<file path="config.mk">
export PLATFORM = sky130hd
export DESIGN_NAME = hazard_ctrl_flat
export DESIGN_NICKNAME = d
export VERILOG_FILES = /design/src/rtl/hazard_ctrl_if.sv /design/src/rtl/hazard_ctrl.sv /design/src/flat_wrapper.sv
export SDC_FILE = /design/constraint.sdc
export NUM_CORES = 1
export LEC_CHECK = 0
export ABC_AREA = 0
export BUFFER_PORTS_ARGS = -buffer_cell sky130_fd_sc_hd__buf_2
export CAP_MARGIN = 20
export CELL_PAD_IN_SITES_DETAIL_PLACEMENT = 0
export CELL_PAD_IN_SITES_GLOBAL_PLACEMENT = 1
export CORE_AREA = 5 5 88 90
export CTS_CLUSTER_SIZE = 16
export DETAILED_ROUTE_END_ITERATION = 10
export DIE_AREA = 0 0 93 95
export PLACE_DENSITY_LB_ADDON = 0.12
export SETUP_SLACK_MARGIN = 0.2
export SLEW_MARGIN = 20
export SYNTH_ARGS = -nofsm -noshare
export SYNTH_HDL_FRONTEND = slang
export SYNTH_SLANG_ARGS = --single-unit
</file>
<file path="constraint.sdc">
create_clock -name clk -period 4.78 [get_ports clk]
set_input_delay 1.434 -clock clk [delete_from_list [all_inputs] [get_ports clk]]
set_output_delay 1.434 -clock clk [all_outputs]
set_load 0.01 [all_outputs]
</file>
<file path="src/rtl/hazard_ctrl_if.sv">
// rtl/hazard_ctrl_if.sv - pipeline-side signal bundle for the hazard/stall controller
interface hazard_ctrl_if;
  logic [4:0]  ID_rs;
  logic [4:0]  ID_rt;
  logic        ID_UseRs;
  logic        ID_UseRt;
  logic [1:0]  ID_Branch;
  logic [1:0]  ID_Jump;
  logic        ID_Redirect;
  logic        ID_MduOp;
  logic        ID_MduRead;
  logic        EX_RegWrite;
  logic [1:0]  EX_RegSrc;
  logic [4:0]  EX_WriteReg;
  logic        MEM_RegWrite;
  logic [1:0]  MEM_RegSrc;
  logic [4:0]  MEM_WriteReg;
  logic        PC_Write;
  logic        IFID_Write;
  logic        IFID_Flush;
  logic        IDEX_Flush;
  logic        mdu_start;
  logic        mdu_busy;
  logic [31:0] stall_count;

  modport master (
    output ID_rs, ID_rt, ID_UseRs, ID_UseRt, ID_Branch, ID_Jump, ID_Redirect,
           ID_MduOp, ID_MduRead, EX_RegWrite, EX_RegSrc, EX_WriteReg,
           MEM_RegWrite, MEM_RegSrc, MEM_WriteReg,
    input  PC_Write, IFID_Write, IFID_Flush, IDEX_Flush, mdu_start, mdu_busy,
           stall_count
  );

  modport slave (
    input  ID_rs, ID_rt, ID_UseRs, ID_UseRt, ID_Branch, ID_Jump, ID_Redirect,
           ID_MduOp, ID_MduRead, EX_RegWrite, EX_RegSrc, EX_WriteReg,
           MEM_RegWrite, MEM_RegSrc, MEM_WriteReg,
    output PC_Write, IFID_Write, IFID_Flush, IDEX_Flush, mdu_start, mdu_busy,
           stall_count
  );
endinterface

</file>
<file path="src/rtl/hazard_ctrl.sv">
// rtl/hazard_ctrl.sv - ID-stage hazard/stall controller with MDU busy sequencer
module hazard_ctrl #(
  parameter int MDU_LATENCY = 32  // 2..255
) (
  input logic         clk,
  input logic         rst,
  hazard_ctrl_if.slave hz
);
  localparam logic [1:0] BRANCH_NONE = 2'd0;
  localparam logic [1:0] JUMP_REG    = 2'd2;
  localparam logic [1:0] REGSRC_ALU  = 2'd0;
  localparam logic [1:0] REGSRC_DMEM = 2'd1;

  typedef enum logic {IDLE, BUSY} mduState_e;

  mduState_e  state;
  mduState_e  stateNext;
  logic [7:0] busyCnt;
  logic       useRegAtId;
  logic       exHit;
  logic       memHit;
  logic       dataStall;
  logic       mduStall;
  logic       stall;
  logic       mduStart;

  // Hazard detection; $0 is never a real producer.
  always_comb begin
    useRegAtId = (hz.ID_Branch != BRANCH_NONE) || (hz.ID_Jump == JUMP_REG);
    exHit  = hz.EX_RegWrite && (hz.EX_WriteReg != 5'd0) &&
             ((hz.ID_UseRs && (hz.EX_WriteReg == hz.ID_rs)) ||
              (hz.ID_UseRt && (hz.EX_WriteReg == hz.ID_rt)));
    memHit = hz.MEM_RegWrite && (hz.MEM_WriteReg != 5'd0) &&
             ((hz.ID_UseRs && (hz.MEM_WriteReg == hz.ID_rs)) ||
              (hz.ID_UseRt && (hz.MEM_WriteReg == hz.ID_rt)));
    if (useRegAtId) begin
      dataStall = (exHit && ((hz.EX_RegSrc == REGSRC_ALU) || (hz.EX_RegSrc == REGSRC_DMEM))) ||
                  (memHit && (hz.MEM_RegSrc == REGSRC_DMEM));
    end else begin
      dataStall = exHit && (hz.EX_RegSrc == REGSRC_DMEM);
    end
    mduStall = (state == BUSY) && (hz.ID_MduOp || hz.ID_MduRead);
    stall    = dataStall || mduStall;
    mduStart = !rst && (state == IDLE) && hz.ID_MduOp && !dataStall;
  end

  always_ff @(posedge clk) begin
    if (rst) begin
      state   <= IDLE;
      busyCnt <= 8'd0;
    end else begin
      state <= stateNext;
      if ((state == IDLE) && mduStart) begin
        busyCnt <= 8'(MDU_LATENCY - 1);
      end else if ((state == BUSY) && (busyCnt != 8'd0)) begin
        busyCnt <= busyCnt - 8'd1;
      end
    end
  end

  always_comb begin
    stateNext = state;
    case (state)
      IDLE:    if (mduStart) stateNext = BUSY;
      BUSY:    if (busyCnt == 8'd0) stateNext = IDLE;
      default: stateNext = IDLE;
    endcase
  end

  // A redirect seen during a stall is ignored: its operands were not yet valid.
  always_comb begin
    hz.PC_Write   = 1'b0;
    hz.IFID_Write = 1'b0;
    hz.IFID_Flush = 1'b1;
    hz.IDEX_Flush = 1'b1;
    hz.mdu_start  = 1'b0;
    hz.mdu_busy   = (state == BUSY);
    if (!rst) begin
      hz.PC_Write   = !stall;
      hz.IFID_Write = !stall;
      hz.IFID_Flush = !stall && hz.ID_Redirect;
      hz.IDEX_Flush = stall;
      hz.mdu_start  = mduStart;
    end
  end

  always_ff @(posedge clk) begin
    if (rst) begin
      hz.stall_count <= 32'd0;
    end else if (stall && (hz.stall_count != 32'hFFFF_FFFF)) begin
      hz.stall_count <= hz.stall_count + 32'd1;
    end
  end
endmodule

</file>
<file path="src/flat_wrapper.sv">
// flat-port wrapper written by rule: the top's interface ports become plain ports
module hazard_ctrl_flat 
#(
  parameter int MDU_LATENCY = 32           
)
  (clk, rst, hz_ID_rs, hz_ID_rt, hz_ID_UseRs, hz_ID_UseRt, hz_ID_Branch, hz_ID_Jump, hz_ID_Redirect, hz_ID_MduOp, hz_ID_MduRead, hz_EX_RegWrite, hz_EX_RegSrc, hz_EX_WriteReg, hz_MEM_RegWrite, hz_MEM_RegSrc, hz_MEM_WriteReg, hz_PC_Write, hz_IFID_Write, hz_IFID_Flush, hz_IDEX_Flush, hz_mdu_start, hz_mdu_busy, hz_stall_count);
  hazard_ctrl_if hz_i ();
  input logic clk;
  input logic rst;
  input wire logic [$bits(hz_i.ID_rs)-1:0] hz_ID_rs;
  input wire logic [$bits(hz_i.ID_rt)-1:0] hz_ID_rt;
  input wire logic [$bits(hz_i.ID_UseRs)-1:0] hz_ID_UseRs;
  input wire logic [$bits(hz_i.ID_UseRt)-1:0] hz_ID_UseRt;
  input wire logic [$bits(hz_i.ID_Branch)-1:0] hz_ID_Branch;
  input wire logic [$bits(hz_i.ID_Jump)-1:0] hz_ID_Jump;
  input wire logic [$bits(hz_i.ID_Redirect)-1:0] hz_ID_Redirect;
  input wire logic [$bits(hz_i.ID_MduOp)-1:0] hz_ID_MduOp;
  input wire logic [$bits(hz_i.ID_MduRead)-1:0] hz_ID_MduRead;
  input wire logic [$bits(hz_i.EX_RegWrite)-1:0] hz_EX_RegWrite;
  input wire logic [$bits(hz_i.EX_RegSrc)-1:0] hz_EX_RegSrc;
  input wire logic [$bits(hz_i.EX_WriteReg)-1:0] hz_EX_WriteReg;
  input wire logic [$bits(hz_i.MEM_RegWrite)-1:0] hz_MEM_RegWrite;
  input wire logic [$bits(hz_i.MEM_RegSrc)-1:0] hz_MEM_RegSrc;
  input wire logic [$bits(hz_i.MEM_WriteReg)-1:0] hz_MEM_WriteReg;
  output wire logic [$bits(hz_i.PC_Write)-1:0] hz_PC_Write;
  output wire logic [$bits(hz_i.IFID_Write)-1:0] hz_IFID_Write;
  output wire logic [$bits(hz_i.IFID_Flush)-1:0] hz_IFID_Flush;
  output wire logic [$bits(hz_i.IDEX_Flush)-1:0] hz_IDEX_Flush;
  output wire logic [$bits(hz_i.mdu_start)-1:0] hz_mdu_start;
  output wire logic [$bits(hz_i.mdu_busy)-1:0] hz_mdu_busy;
  output wire logic [$bits(hz_i.stall_count)-1:0] hz_stall_count;
  assign hz_i.ID_rs = hz_ID_rs;
  assign hz_i.ID_rt = hz_ID_rt;
  assign hz_i.ID_UseRs = hz_ID_UseRs;
  assign hz_i.ID_UseRt = hz_ID_UseRt;
  assign hz_i.ID_Branch = hz_ID_Branch;
  assign hz_i.ID_Jump = hz_ID_Jump;
  assign hz_i.ID_Redirect = hz_ID_Redirect;
  assign hz_i.ID_MduOp = hz_ID_MduOp;
  assign hz_i.ID_MduRead = hz_ID_MduRead;
  assign hz_i.EX_RegWrite = hz_EX_RegWrite;
  assign hz_i.EX_RegSrc = hz_EX_RegSrc;
  assign hz_i.EX_WriteReg = hz_EX_WriteReg;
  assign hz_i.MEM_RegWrite = hz_MEM_RegWrite;
  assign hz_i.MEM_RegSrc = hz_MEM_RegSrc;
  assign hz_i.MEM_WriteReg = hz_MEM_WriteReg;
  assign hz_PC_Write = hz_i.PC_Write;
  assign hz_IFID_Write = hz_i.IFID_Write;
  assign hz_IFID_Flush = hz_i.IFID_Flush;
  assign hz_IDEX_Flush = hz_i.IDEX_Flush;
  assign hz_mdu_start = hz_i.mdu_start;
  assign hz_mdu_busy = hz_i.mdu_busy;
  assign hz_stall_count = hz_i.stall_count;
  hazard_ctrl #(.MDU_LATENCY(MDU_LATENCY)) u_core (.clk(clk), .rst(rst), .hz(hz_i));
endmodule
</file>
==> impl_metrics.toml <==
[sta]
finalHoldViolations = 0
tightest_slew_ns = 0.861
maxSlewViolCount = 0
rsz0062_at_grt = "no"
setup_ws_ns = 0.324
setup_viol = 0
finalSetupTns_ns = 0
period_minus_slack_ns = 4.46
fin_worst_skew_ns = 0.00987
slew_headroom = 0.426
maxClockFrequency_mhz = 224
fin_crit_sh = 0.932

[cts]
clock-sinks = 41
cts_tree = "built"
clk_pin_slew_ns = 0.08
hold_buffers = 0
cts_made_buffers = 5
htree_levels = 2
postCtsSetupBuffers = 0
clkLatencyLatePin_ns = 0.29
cts_root_buf = "clkbuf_8"
cts_max_path_buffers = 2
post_cts_resized = 0

[global_route]
antenna_found_initial = 0
grt_max_degree = 46
grt_pass1_wl_um = 10700
grt_use_total = 0.150
grt_overflow_total = 0
grt_pass1_vias = 2261

[power_and_ir_drop]
total_power_uw = 773
ir_worst_vdd_mv = 0.0873
leakagePower_nw = 1.09
power_density_nw_per_um2 = 262

[synth]
syn-mean-instance-area_sq_um = 8.16
yosysMostFrequentCell = "dfxtp_1"
synthArstFlopShare = 0
ys.flop_type = "dfxtp_1"
synth_top_cell_area_share = 0.336
synth_fa_ha_area_frac = 0.0154
synth-warning-count = 0
synth-compound-area-share = 0.189
synth_top_family_by_area = "simple AND/OR/NAND/NOR gates"
syn_area_sq_um = 2440
synthCells = 299
yosys.area_share.simple = 0.296
synth_top_area_cell = "dfxtp_1"
synth_fp_nets = 339
synth-xor-area-share = 0.0969
ys_types = 44
yosysSeqAreaShare = 0.336
yosys-top-cells-area = "dfxtp_1, xnor2_1, a21oi_1"
muxShareOfSynthArea = 0.0179
synth_edf_count = 0
synthTopCellsByCount = "dfxtp_1, a21oi_1, xnor2_1"
ys_ff_latch = 41

[detailed_routing]
num_vias = 2436
drc = 0
drt-initial-drc-count = 78
first_pass_iters = 4
finalWirelength_um = 6580
postRouteAntennaNets = 0
vias_per_cell = 5.41
wire_per_inst_um = 14.6

[die]
die_h_um = 95
dieArea_sq_um = 8840
pin_count = 75
die_w_um = 93
core_sq_um = 6980
num_rows = 31
start_util = 0.350

[place]
place_ws_ns = 0.259
place_congestion = 0.762
place_hpwl_um = 4720
portBuffers = 74

[critical_path]
critPathLaunchType = "input pin"
crit_type = "in2out"
end_kind = "output port"
path_max_fanout = 4
cp_data_required_time_ns = 3.35
arrival_ns = 3.02

[cells_and_area]
drive_above_1_share = 0.253
fillers = 720
synthToLayoutAreaGrowth_pct = 21.0
nNetsFinal = 409
n_antenna_cell = 0

[run_status]
status = "complete, no violations"

[flow_run]
max_cap_violations = 0

[hold_path]
hold_class = "reg2reg"
[path summary, 6_finish.rpt]
check | from | endpoint | slack (ns) | depth (start not counted)
worst max-delay path | hz_EX_WriteReg[0] | hz_IDEX_Flush | 0.32 | 8
worst min-delay path | u_core.hz.stall_count[27]$_SDFFE_PP0P_ | u_core.hz.stall_count[27]$_SDFFE_PP0P_ | 0.51 | 2
worst max register to register | u_core.hz.stall_count[2]$_SDFFE_PP0P_ | u_core.hz.stall_count[27]$_SDFFE_PP0P_ | 2.20 | 6
worst min register to register | u_core.hz.stall_count[27]$_SDFFE_PP0P_ | u_core.hz.stall_count[27]$_SDFFE_PP0P_ | 0.51 | 2
[routing by layer]
layer	track usage	vias to the layer above	part of all wire	wire length, um
met5	0	-	0	0
met2	0.248	56	0.46	3020
met1	0.190	1125	0.47	3070
met3	0.0422	8	0.060	396
met4	0.0440	0	0.014	89
li1	-	1247	-	-
[power by group]
part	leakage, nW	internal [mW]	switching, mW
clock network	0.0399	0.0963	0.119
logic	0.722	0.0799	0.0989
registers	0.332	0.360	0.0187
total	1.09	0.537	0.237
[worst max-delay path, stage by stage]
cell and delay [ns]:
buf_2 0.13, or4_4 0.55, nor2_4 0.14, a2111oi_4 0.05, a221oi_4 0.33, and2b_2 0.22
inv_1 0.04, buf_2 0.13
[cell families (layout without fill, tap and decap cells)]
logic type,after synthesis,after routing
simple gates,123,123
compound gates,75,75
flops,41,41
buf+inv,26,95
mux,4,4
fa+ha+maj,3,3
xor+xnor,27,27
[sequential cells by signal, summed over array words and instances (netlist names)]
name,flops
u_core.busyCnt,8
u_core.hz.mdu_busy,1
u_core.hz.stall_count,32
[through the flow]
| stage | utilization | area [sq um] | hold slack, ns | std cells |
|---|---|---|---|---|
| after floorplan | - | 2460 | 0.505 | 299 |
| after global routing | 0.423 | 2950 | 0.530 | 450 |
| after CTS | 0.422 | 2950 | 0.512 | 450 |
| final | 0.423 | 2950 | 0.514 | 450 |
| after global placement | 0.412 | 2870 | 0.488 | 444 |
| after detailed placement | 0.412 | 2870 | 0.499 | 444 |
[area by class of cell]
type | instances | area (sq um) | area share
Multi-Input combinational cell | 232 | 1510 | 0.513
Timing Repair Buffer | 78 | 400 | 0.136
Inverter | 11 | 41.3 | 0.0140
Sequential cell | 41 | 821 | 0.278
Tap cell | 82 | 103 | 0.0347
Clock buffer | 5 | 68.8 | 0.0233
Clock inverter | 1 | 5.00 | 0.00169
[layout by cell type (no fill, tap or decap), drive strengths merged, types with 2 or more instances in the layout]
master,n
xor2,3
clkbuf,5
or3,20
mux2,3
o22ai,2
a21oi,34
nor3,8
dfxtp,41
nand3,14
ha,3
nor2b,3
nand2,16
nor4b,2
and3,6
nand2b,3
xnor2,24
nor4,2
o21ai,22
inv,11
nor2,12
and4,2
nand4,18
or4,12
o31ai,9
buf,78
(Power assumes the default switching activity.)
